`src/rtl/histogram_frame_ctrl.sv`:
```
// Frame sequencer for a histogram_compressor: accepts a bit-pair frame, clears the
// datapath, serialises the frame LSB first, then captures and returns the four joint counts.
module histogram_frame_ctrl #(
  parameter int STREAM_LENGTH = 128,
  parameter int COUNTER_WIDTH = $clog2(STREAM_LENGTH + 1),
  parameter int CLR_CYCLES    = 2,
  parameter int DRAIN_CYCLES  = 1
) (
  input  logic                     clk,
  input  logic                     rst_n,
  input  logic                     in_valid,
  output logic                     in_ready,
  input  logic [STREAM_LENGTH-1:0] in_a,
  input  logic [STREAM_LENGTH-1:0] in_b,
  output logic                     hist_clr_n,
  output logic                     hist_stream_a,
  output logic                     hist_stream_b,
  output logic                     hist_valid_in,
  input  logic [COUNTER_WIDTH-1:0] hist_count_00,
  input  logic [COUNTER_WIDTH-1:0] hist_count_01,
  input  logic [COUNTER_WIDTH-1:0] hist_count_10,
  input  logic [COUNTER_WIDTH-1:0] hist_count_11,
  output logic                     out_valid,
  input  logic                     out_ready,
  output logic [COUNTER_WIDTH-1:0] out_count_00,
  output logic [COUNTER_WIDTH-1:0] out_count_01,
  output logic [COUNTER_WIDTH-1:0] out_count_10,
  output logic [COUNTER_WIDTH-1:0] out_count_11,
  output logic                     out_err,
  output logic                     busy
);

  localparam int MAX_A = (STREAM_LENGTH > CLR_CYCLES) ? STREAM_LENGTH : CLR_CYCLES;
  localparam int MAX_C = (MAX_A > DRAIN_CYCLES) ? MAX_A : DRAIN_CYCLES;
  localparam int CNTW  = $clog2(MAX_C + 1);
  localparam int SUMW  = COUNTER_WIDTH + 2;

  localparam logic [CNTW-1:0] CLR_LAST   = CNTW'(CLR_CYCLES - 1);
  localparam logic [CNTW-1:0] FEED_LAST  = CNTW'(STREAM_LENGTH - 1);
  localparam logic [CNTW-1:0] DRAIN_LAST = CNTW'(DRAIN_CYCLES - 1);
  localparam logic [SUMW-1:0] SUM_EXP    = SUMW'(STREAM_LENGTH);

  typedef enum logic [2:0] {IDLE, CLEAR, FEED, DRAIN, CAPTURE, DONE} state_e;

  state_e                   state_q, state_d;
  logic [CNTW-1:0]          cnt_q, cnt_d;
  logic [STREAM_LENGTH-1:0] sha_q, sha_d, shb_q, shb_d;
  logic [SUMW-1:0]          sum;

  logic                     in_ready_q, hist_clr_n_q, hist_valid_q, hist_a_q, hist_b_q;
  logic                     out_valid_q, out_err_q, busy_q;
  logic [COUNTER_WIDTH-1:0] c00_q, c01_q, c10_q, c11_q;

  assign sum = SUMW'(hist_count_00) + SUMW'(hist_count_01)
             + SUMW'(hist_count_10) + SUMW'(hist_count_11);

  always_comb begin
    state_d = state_q;
    cnt_d   = cnt_q;
    sha_d   = sha_q;
    shb_d   = shb_q;
    unique case (state_q)
      IDLE: if (in_valid && in_ready_q) begin
        sha_d   = in_a;
        shb_d   = in_b;
        cnt_d   = '0;
        state_d = CLEAR;
      end
      CLEAR: if (cnt_q == CLR_LAST) begin
        cnt_d   = '0;
        state_d = FEED;
      end else cnt_d = cnt_q + CNTW'(1);
      FEED: if (cnt_q == FEED_LAST) begin
        cnt_d   = '0;
        state_d = DRAIN;
      end else cnt_d = cnt_q + CNTW'(1);
      DRAIN: if (cnt_q == DRAIN_LAST) begin
        cnt_d   = '0;
        state_d = CAPTURE;
      end else cnt_d = cnt_q + CNTW'(1);
      CAPTURE: state_d = DONE;
      DONE: if (out_ready) state_d = IDLE;
      default: state_d = IDLE;
    endcase
    // Outputs are registered from the next state, so the bit leaving the shifter
    // on each edge entering/staying in FEED is the one the compressor sees that cycle.
    if (state_d == FEED) begin
      sha_d = sha_q >> 1;
      shb_d = shb_q >> 1;
    end
  end

  always_ff @(posedge clk or negedge rst_n) begin
    if (!rst_n) begin
      state_q      <= IDLE;
      cnt_q        <= '0;
      sha_q        <= '0;
      shb_q        <= '0;
      in_ready_q   <= 1'b0;
      hist_clr_n_q <= 1'b0;
      hist_valid_q <= 1'b0;
      hist_a_q     <= 1'b0;
      hist_b_q     <= 1'b0;
      out_valid_q  <= 1'b0;
      out_err_q    <= 1'b0;
      busy_q       <= 1'b0;
      c00_q        <= '0;
      c01_q        <= '0;
      c10_q        <= '0;
      c11_q        <= '0;
    end else begin
      state_q      <= state_d;
      cnt_q        <= cnt_d;
      sha_q        <= sha_d;
      shb_q        <= shb_d;
      in_ready_q   <= (state_d == IDLE);
      hist_clr_n_q <= (state_d != CLEAR);
      hist_valid_q <= (state_d == FEED);
      hist_a_q     <= (state_d == FEED) ? sha_q[0] : 1'b0;
      hist_b_q     <= (state_d == FEED) ? shb_q[0] : 1'b0;
      out_valid_q  <= (state_d == DONE);
      busy_q       <= (state_d != IDLE);
      if (state_q == CAPTURE) begin
        c00_q     <= hist_count_00;
        c01_q     <= hist_count_01;
        c10_q     <= hist_count_10;
        c11_q     <= hist_count_11;
        out_err_q <= (sum != SUM_EXP);
      end
    end
  end

  assign in_ready      = in_ready_q;
  assign hist_clr_n    = hist_clr_n_q;
  assign hist_valid_in = hist_valid_q;
  assign hist_stream_a = hist_a_q;
  assign hist_stream_b = hist_b_q;
  assign out_valid     = out_valid_q;
  assign out_err       = out_err_q;
  assign busy          = busy_q;
  assign out_count_00  = c00_q;
  assign out_count_01  = c01_q;
  assign out_count_10  = c10_q;
  assign out_count_11  = c11_q;

endmodule

```
`config.mk`:
```
export PLATFORM = sky130hd
export DESIGN_NAME = histogram_frame_ctrl
export DESIGN_NICKNAME = d
export VERILOG_FILES = /design/src/rtl/histogram_frame_ctrl.sv
export SDC_FILE = /design/constraint.sdc
export NUM_CORES = 1
export LEC_CHECK = 0
export BUFFER_PORTS_ARGS = -buffer_cell sky130_fd_sc_hd__buf_4
export CELL_PAD_IN_SITES_DETAIL_PLACEMENT = 0
export CELL_PAD_IN_SITES_GLOBAL_PLACEMENT = 2
export CORE_AREA = 3 3 259 159
export CTS_BUF_LIST = sky130_fd_sc_hd__clkbuf_16
export DETAILED_ROUTE_END_ITERATION = 16
export DIE_AREA = 0 0 262 162
export PLACE_DENSITY = 0.86
export SLEW_MARGIN = 10
export SYNTH_ARGS = -nofsm -noshare
export SYNTH_HDL_FRONTEND = slang
export SYNTH_SLANG_ARGS = --single-unit
```
`constraint.sdc`:
```
create_clock -name clk -period 3.55 [get_ports clk]
set_input_delay 0.71 -clock clk [delete_from_list [all_inputs] [get_ports clk]]
set_output_delay 0.71 -clock clk [all_outputs]
set_load 0.05 [all_outputs]
```
Word-level counts from Yosys, hierarchy flattened
Cells that the tools add are included.

word-level totals
  register bits = 307
  output and inout bits = 40
  bits of input ports = 292

cells by class
  reductions and logical operators = 10
  add/subtract/negate cells = 4
  equality and inequality tests = 12
  muxes and demuxes = 19

operators with widths
  operator                                                number
  two-way mux 128 bit                                     6
  two-way mux 8 bit                                       4
  case mux 8 bit (4 select lines)                         1
  case mux 3 bit (6 select lines)                         1
  two-way mux 3 bit                                       5
  adder 10 x 8 -> 10 bit                                  1
  adder 9 x 8 -> 10 bit                                   1
  inequality test 10 x 8 -> 1 bit, second input constant  1
  adder 8 x 8 -> 9 bit                                    1
  equality test 3 x 2 -> 1 bit, second input constant     3
  equality test 3 bit, second input constant              3
  adder 8 x 1 -> 8 bit, second input constant             1
  equality test 8 x 1 -> 1 bit, second input constant     1
  equality test 8 x 7 -> 1 bit, second input constant     1
  logical NOT 8 bit                                       1
  logical NOT 3 bit                                       2
  AND reduction 2 bit                                     2
  nonzero test 2 bit                                      2
  nonzero test 4 bit                                      1
  equality test 3 x 1 -> 1 bit, second input constant     1
  inequality test 3 x 1 -> 1 bit, second input constant   1
  nonzero test 3 bit                                      1
  two-way mux 1 bit                                       2
  inequality test 2 bit, second input constant            1
  logical AND 1 bit                                       1

Longest topological paths before layout
  word-level depth = 6
  depth in mapped cells = 10
  depth with buffers taken out = 10

Worst setup path after synthesis
No wires, ideal clock.

  kind = input-to-reg
  from = input port hist_count_00[1]
  to = register out_err_q (netlist: out_err)
  path slack = 0.363 ns
  path buffers = 0
  stages = 9
  data arrival time = 3.048 ns
  path through = fa_1 > fa_1 > ha_1 > inv_1 > fa_1 > nor4b_1 > nand4b_1 > nor4_1 > o21ai_0

between the ends
  word-level cells in the longest chain between the ends = 4

ends and longest elaborated chain
  item                             line  text
  start: declaration               19    input logic [COUNTER_WIDTH-1:0] hist_count_00,
  adder 8 x 8 -> 9 bit             54    assign sum = SUMW'(hist_count_00) + SUMW'(hist_count_01)
  adder 9 x 8 -> 10 bit            55    + SUMW'(hist_count_10) + SUMW'(hist_count_11);
  adder 10 x 8 -> 10 bit           55
  inequality test 10 x 8 -> 1 bit  128   out_err_q <= (sum != SUM_EXP);
  end signal: assignment           128
  end: declaration                 51    logic out_valid_q, out_err_q, busy_q;

Every way passes these cells.
A chain may end at the register's enable or synchronous reset.

Final worst setup path
Ends and elaborated chain as after synthesis.

==> impl_metrics.env <==
export IMPL_outcome="finished clean"
export IMPL_slowest_stage="fa_1"
export IMPL_ys_flop_type="dfrtp_1"
export IMPL_finalHoldViolCount=0
export IMPL_pwr_share_seq_pct=30.3
export IMPL_synth_edf_count=0
export IMPL_viasPerCell=4.91
export IMPL_remaining_drc_errors=0
export IMPL_cts_inserted_buffers=34
export IMPL_register_area_mm2=0.00768
export IMPL_overflow=0
export IMPL_fin_crit_ns=3.09
export IMPL_htreeDepth=2
export IMPL_max_slew_margin_pct=48.2
export IMPL_synth_avg_cell_area_um2=15.5
export IMPL_grt_use_total_pct=17.4
export IMPL_crit_path_start="hist_count_00[1]"
export IMPL_first_iter_violations=519
export IMPL_dr_total_vias=9408
export IMPL_power_frac_comb_pct=53.1
export IMPL_end_kind="flop"
export IMPL_hpwl_mm=26.0
export IMPL_clock_fmax_mhz=324
export IMPL_async_flop_share_pct=100
export IMPL_cpPeakStageDelay_ns=0.53
export IMPL_multi_input_area_mm2=0.00813
export IMPL_internal_power_mw=14.5
export IMPL_row_count=56
export IMPL_synth_seq_cells=307
export IMPL_drive_gt1_share_pct=67.4
export IMPL_root_buffer="clkbuf_16"
export IMPL_finClkSkew_ns=0.0128
export IMPL_min_path_type="primary input to async pin"
export IMPL_clock_path_buffers=3
export IMPL_clk_insertion_delay_late_ns=0.52
export IMPL_wirelength_mm=37.5
export IMPL_initial_core_util_pct=41.9
export IMPL_numPortBuffers=331
export IMPL_grt_pass1_wl_mm=58.2
export IMPL_cts_tree="done"
export IMPL_final_util_pct=52.2
export IMPL_path_common_cell="fa_1"
export IMPL_yosysMostFrequentCell="dfrtp_1"
export IMPL_placed_cell_area_mm2=0.0192
export IMPL_vdd_drop_max_uv=839
export IMPL_drv_cap=0
export IMPL_ys_top_cells_by_area="dfrtp_1 47%, mux2_4 23%, mux2_2 20%, fa_1 2.0%, buf_6 1.9%"
export IMPL_antenna_cells=0
export IMPL_synth_top_cells_by_count="307 x dfrtp_1, 293 x mux2_2, 249 x mux2_4"
export IMPL_ios=332
export IMPL_die_area_mm2=0.0424
export IMPL_yosys_area_top_type="dfrtp_1"
export IMPL_die_w_um=262
export IMPL_drt_wirelength_per_cell_um=19.6
export IMPL_die_h_um=162
export IMPL_timing_hold_ws_ns=0.204
export IMPL_setup_viol=0
export IMPL_maxSlewViolCount=0
export IMPL_crit_reg2reg_launch="cnt_q[0]"
export IMPL_critical_path_max_fanout=2
export IMPL_grt_pass1_vias=10044
export IMPL_power_frac_clock_pct=16.6
export IMPL_cts_setup_buffers=0
export IMPL_layout_nets=1691
export IMPL_core_mm2=0.0390
export IMPL_fin_area_mm2=0.0203
export IMPL_crit_path_cell_trace="buf_4 > fa_1 > fa_1 > ha_1 > inv_1 > fa_1 > nor4b_1 > nand4b_1 > nor4_1 > o21ai_0"
export IMPL_synthCells=1052
export IMPL_p_sw_share_pct=31.5
export IMPL_yosysUniqueCellTypes=44
export IMPL_critPathTopFamily="adder cells"
export IMPL_cts_sinks=307
export IMPL_syn_area_mm2=0.0163
export IMPL_rsz0062_at_grt="false"
export IMPL_critPathBufInv=2
export IMPL_required_ns=3.93
export IMPL_finalPower_mw=21.1
export IMPL_start_kind="primary input"
export IMPL_fin_crit_sh_pct=87.0
export IMPL_yosys_area_top_type_share_pct=47.1
export IMPL_ant_nets=0
export IMPL_first_pass_iters=4
export IMPL_tightest_slew_ns=0.778
export IMPL_place_congestion=0.780
export IMPL_clk_pin_slew_worst_paths_ns=0.06
export IMPL_switching_power_mw=6.66
export IMPL_yosysSeqAreaShare_pct=47.1
export IMPL_powerDensity_mw_per_mm2=1040
export IMPL_ys_warn_count=0
export IMPL_n_fill_cell=3301
export IMPL_syn_nets=1372
export IMPL_critPathArrivalTime_ns=3.47
export IMPL_cts_resized=0
export IMPL_crit_type="primary input to flop"
export IMPL_grt_max_degree=101
export IMPL_power_leakage_nw=9.90
export IMPL_grt_antenna_before_repair=0
export IMPL_cts_hold_buf=0
export IMPL_area_delta_synth_final_pct=24.6
[registers in the layout (all words and copies together) (netlist names), 3 cells and up]
register,count
out_count_11,8
sha_q,128
shb_q,128
cnt_q,8
out_count_00,8
out_count_01,8
out_count_10,8
state_q,3
[area by class of cell]
cell class                 count  area share (%)
clock inverter                22           0.842
multi-input combinational    665            40.0
sequential                   307            37.8
inverter                      17           0.314
tap                          522            3.21
timing repair buffer         346            13.4
clock buffer                  37            4.55
[worst paths after layout]
kind | endpoint | slack (ns) | cells after the start
setup / recovery | out_err | 0.46 | 10
hold reg to reg | hist_stream_a | 0.48 | 1
setup reg to reg | shb_q[64] | 0.70 | 8
hold / removal | shb_q[43] | 0.20 | 1
max in group asynchronous | sha_q[65] | 2.50 | 2
min in group clk | out_valid | 0.43 | 2
[kinds of logic after synthesis]
| family | synth area share [%] |
|---|---|
| buffers and inverters | 3.21 |
| XOR/XNOR | 0.268 |
| multiplexers | 43.3 |
| AO/OA/AOI/OAI | 1.38 |
| adder cells (fa/ha/maj) | 2.88 |
| AND/OR/NAND/NOR | 1.91 |
| flip-flops | 47.1 |
[metal layers]
layer	vias up	wire [um]	track usage, %	share of wire (%)
li1	4429	-	-	-
met1	4777	18100	25.5	48
met2	154	17200	26.8	46
met3	48	1580	3.29	4.2
met4	0	609	3.98	1.6
met5	-	0	0	0
[per-stage QoR]
| step | setup TNS [ns] | cells | setup slack [ns] |
|---|---|---|---|
| after floorplan | 0 | 1052 | 0.363 |
| after global placement | 0 | 1857 | 0.0550 |
| after detailed placement | -0.0161 | 1857 | -0.0161 |
| after CTS | 0 | 1916 | 0.562 |
| after global routing | 0 | 1916 | 0.436 |
| final | 0 | 1916 | 0.463 |
[placed cells by master (no fill, tap or decap), types with 3 or more instances in the layout]
| master | instances |
|---|---|
| a21o_1 | 4 |
| a21oi_1 | 9 |
| a31oi_1 | 3 |
| and2_1 | 3 |
| and3_1 | 4 |
| buf_12 | 9 |
| buf_4 | 336 |
| bufinv_16 | 3 |
| clkbuf_16 | 37 |
| clkinv_1 | 6 |
| dfrtp_1 | 307 |
| fa_1 | 16 |
| ha_1 | 12 |
| inv_1 | 25 |
| mux2_2 | 293 |
| mux2_4 | 249 |
| mux2i_1 | 3 |
| nand2_1 | 7 |
| nand2b_1 | 5 |
| nand3_1 | 3 |
| nor2_1 | 14 |
| nor3b_1 | 3 |
| o21ai_0 | 9 |
| xor2_1 | 3 |
[power by group through the flow]
stage | Combinational, mW | Sequential [mW] | Clock, mW
3_5_place_dp | 11.3 | 6.45 | 0
5_1_grt | 12.0 | 6.64 | 3.81
3_3_place_gp | 11.1 | 6.41 | 0
4_1_cts | 11.3 | 6.42 | 3.64
6_report | 11.2 | 6.40 | 3.52
2_1_floorplan | 9.23 | 6.78 | 0
(Power assumes the default switching activity.)
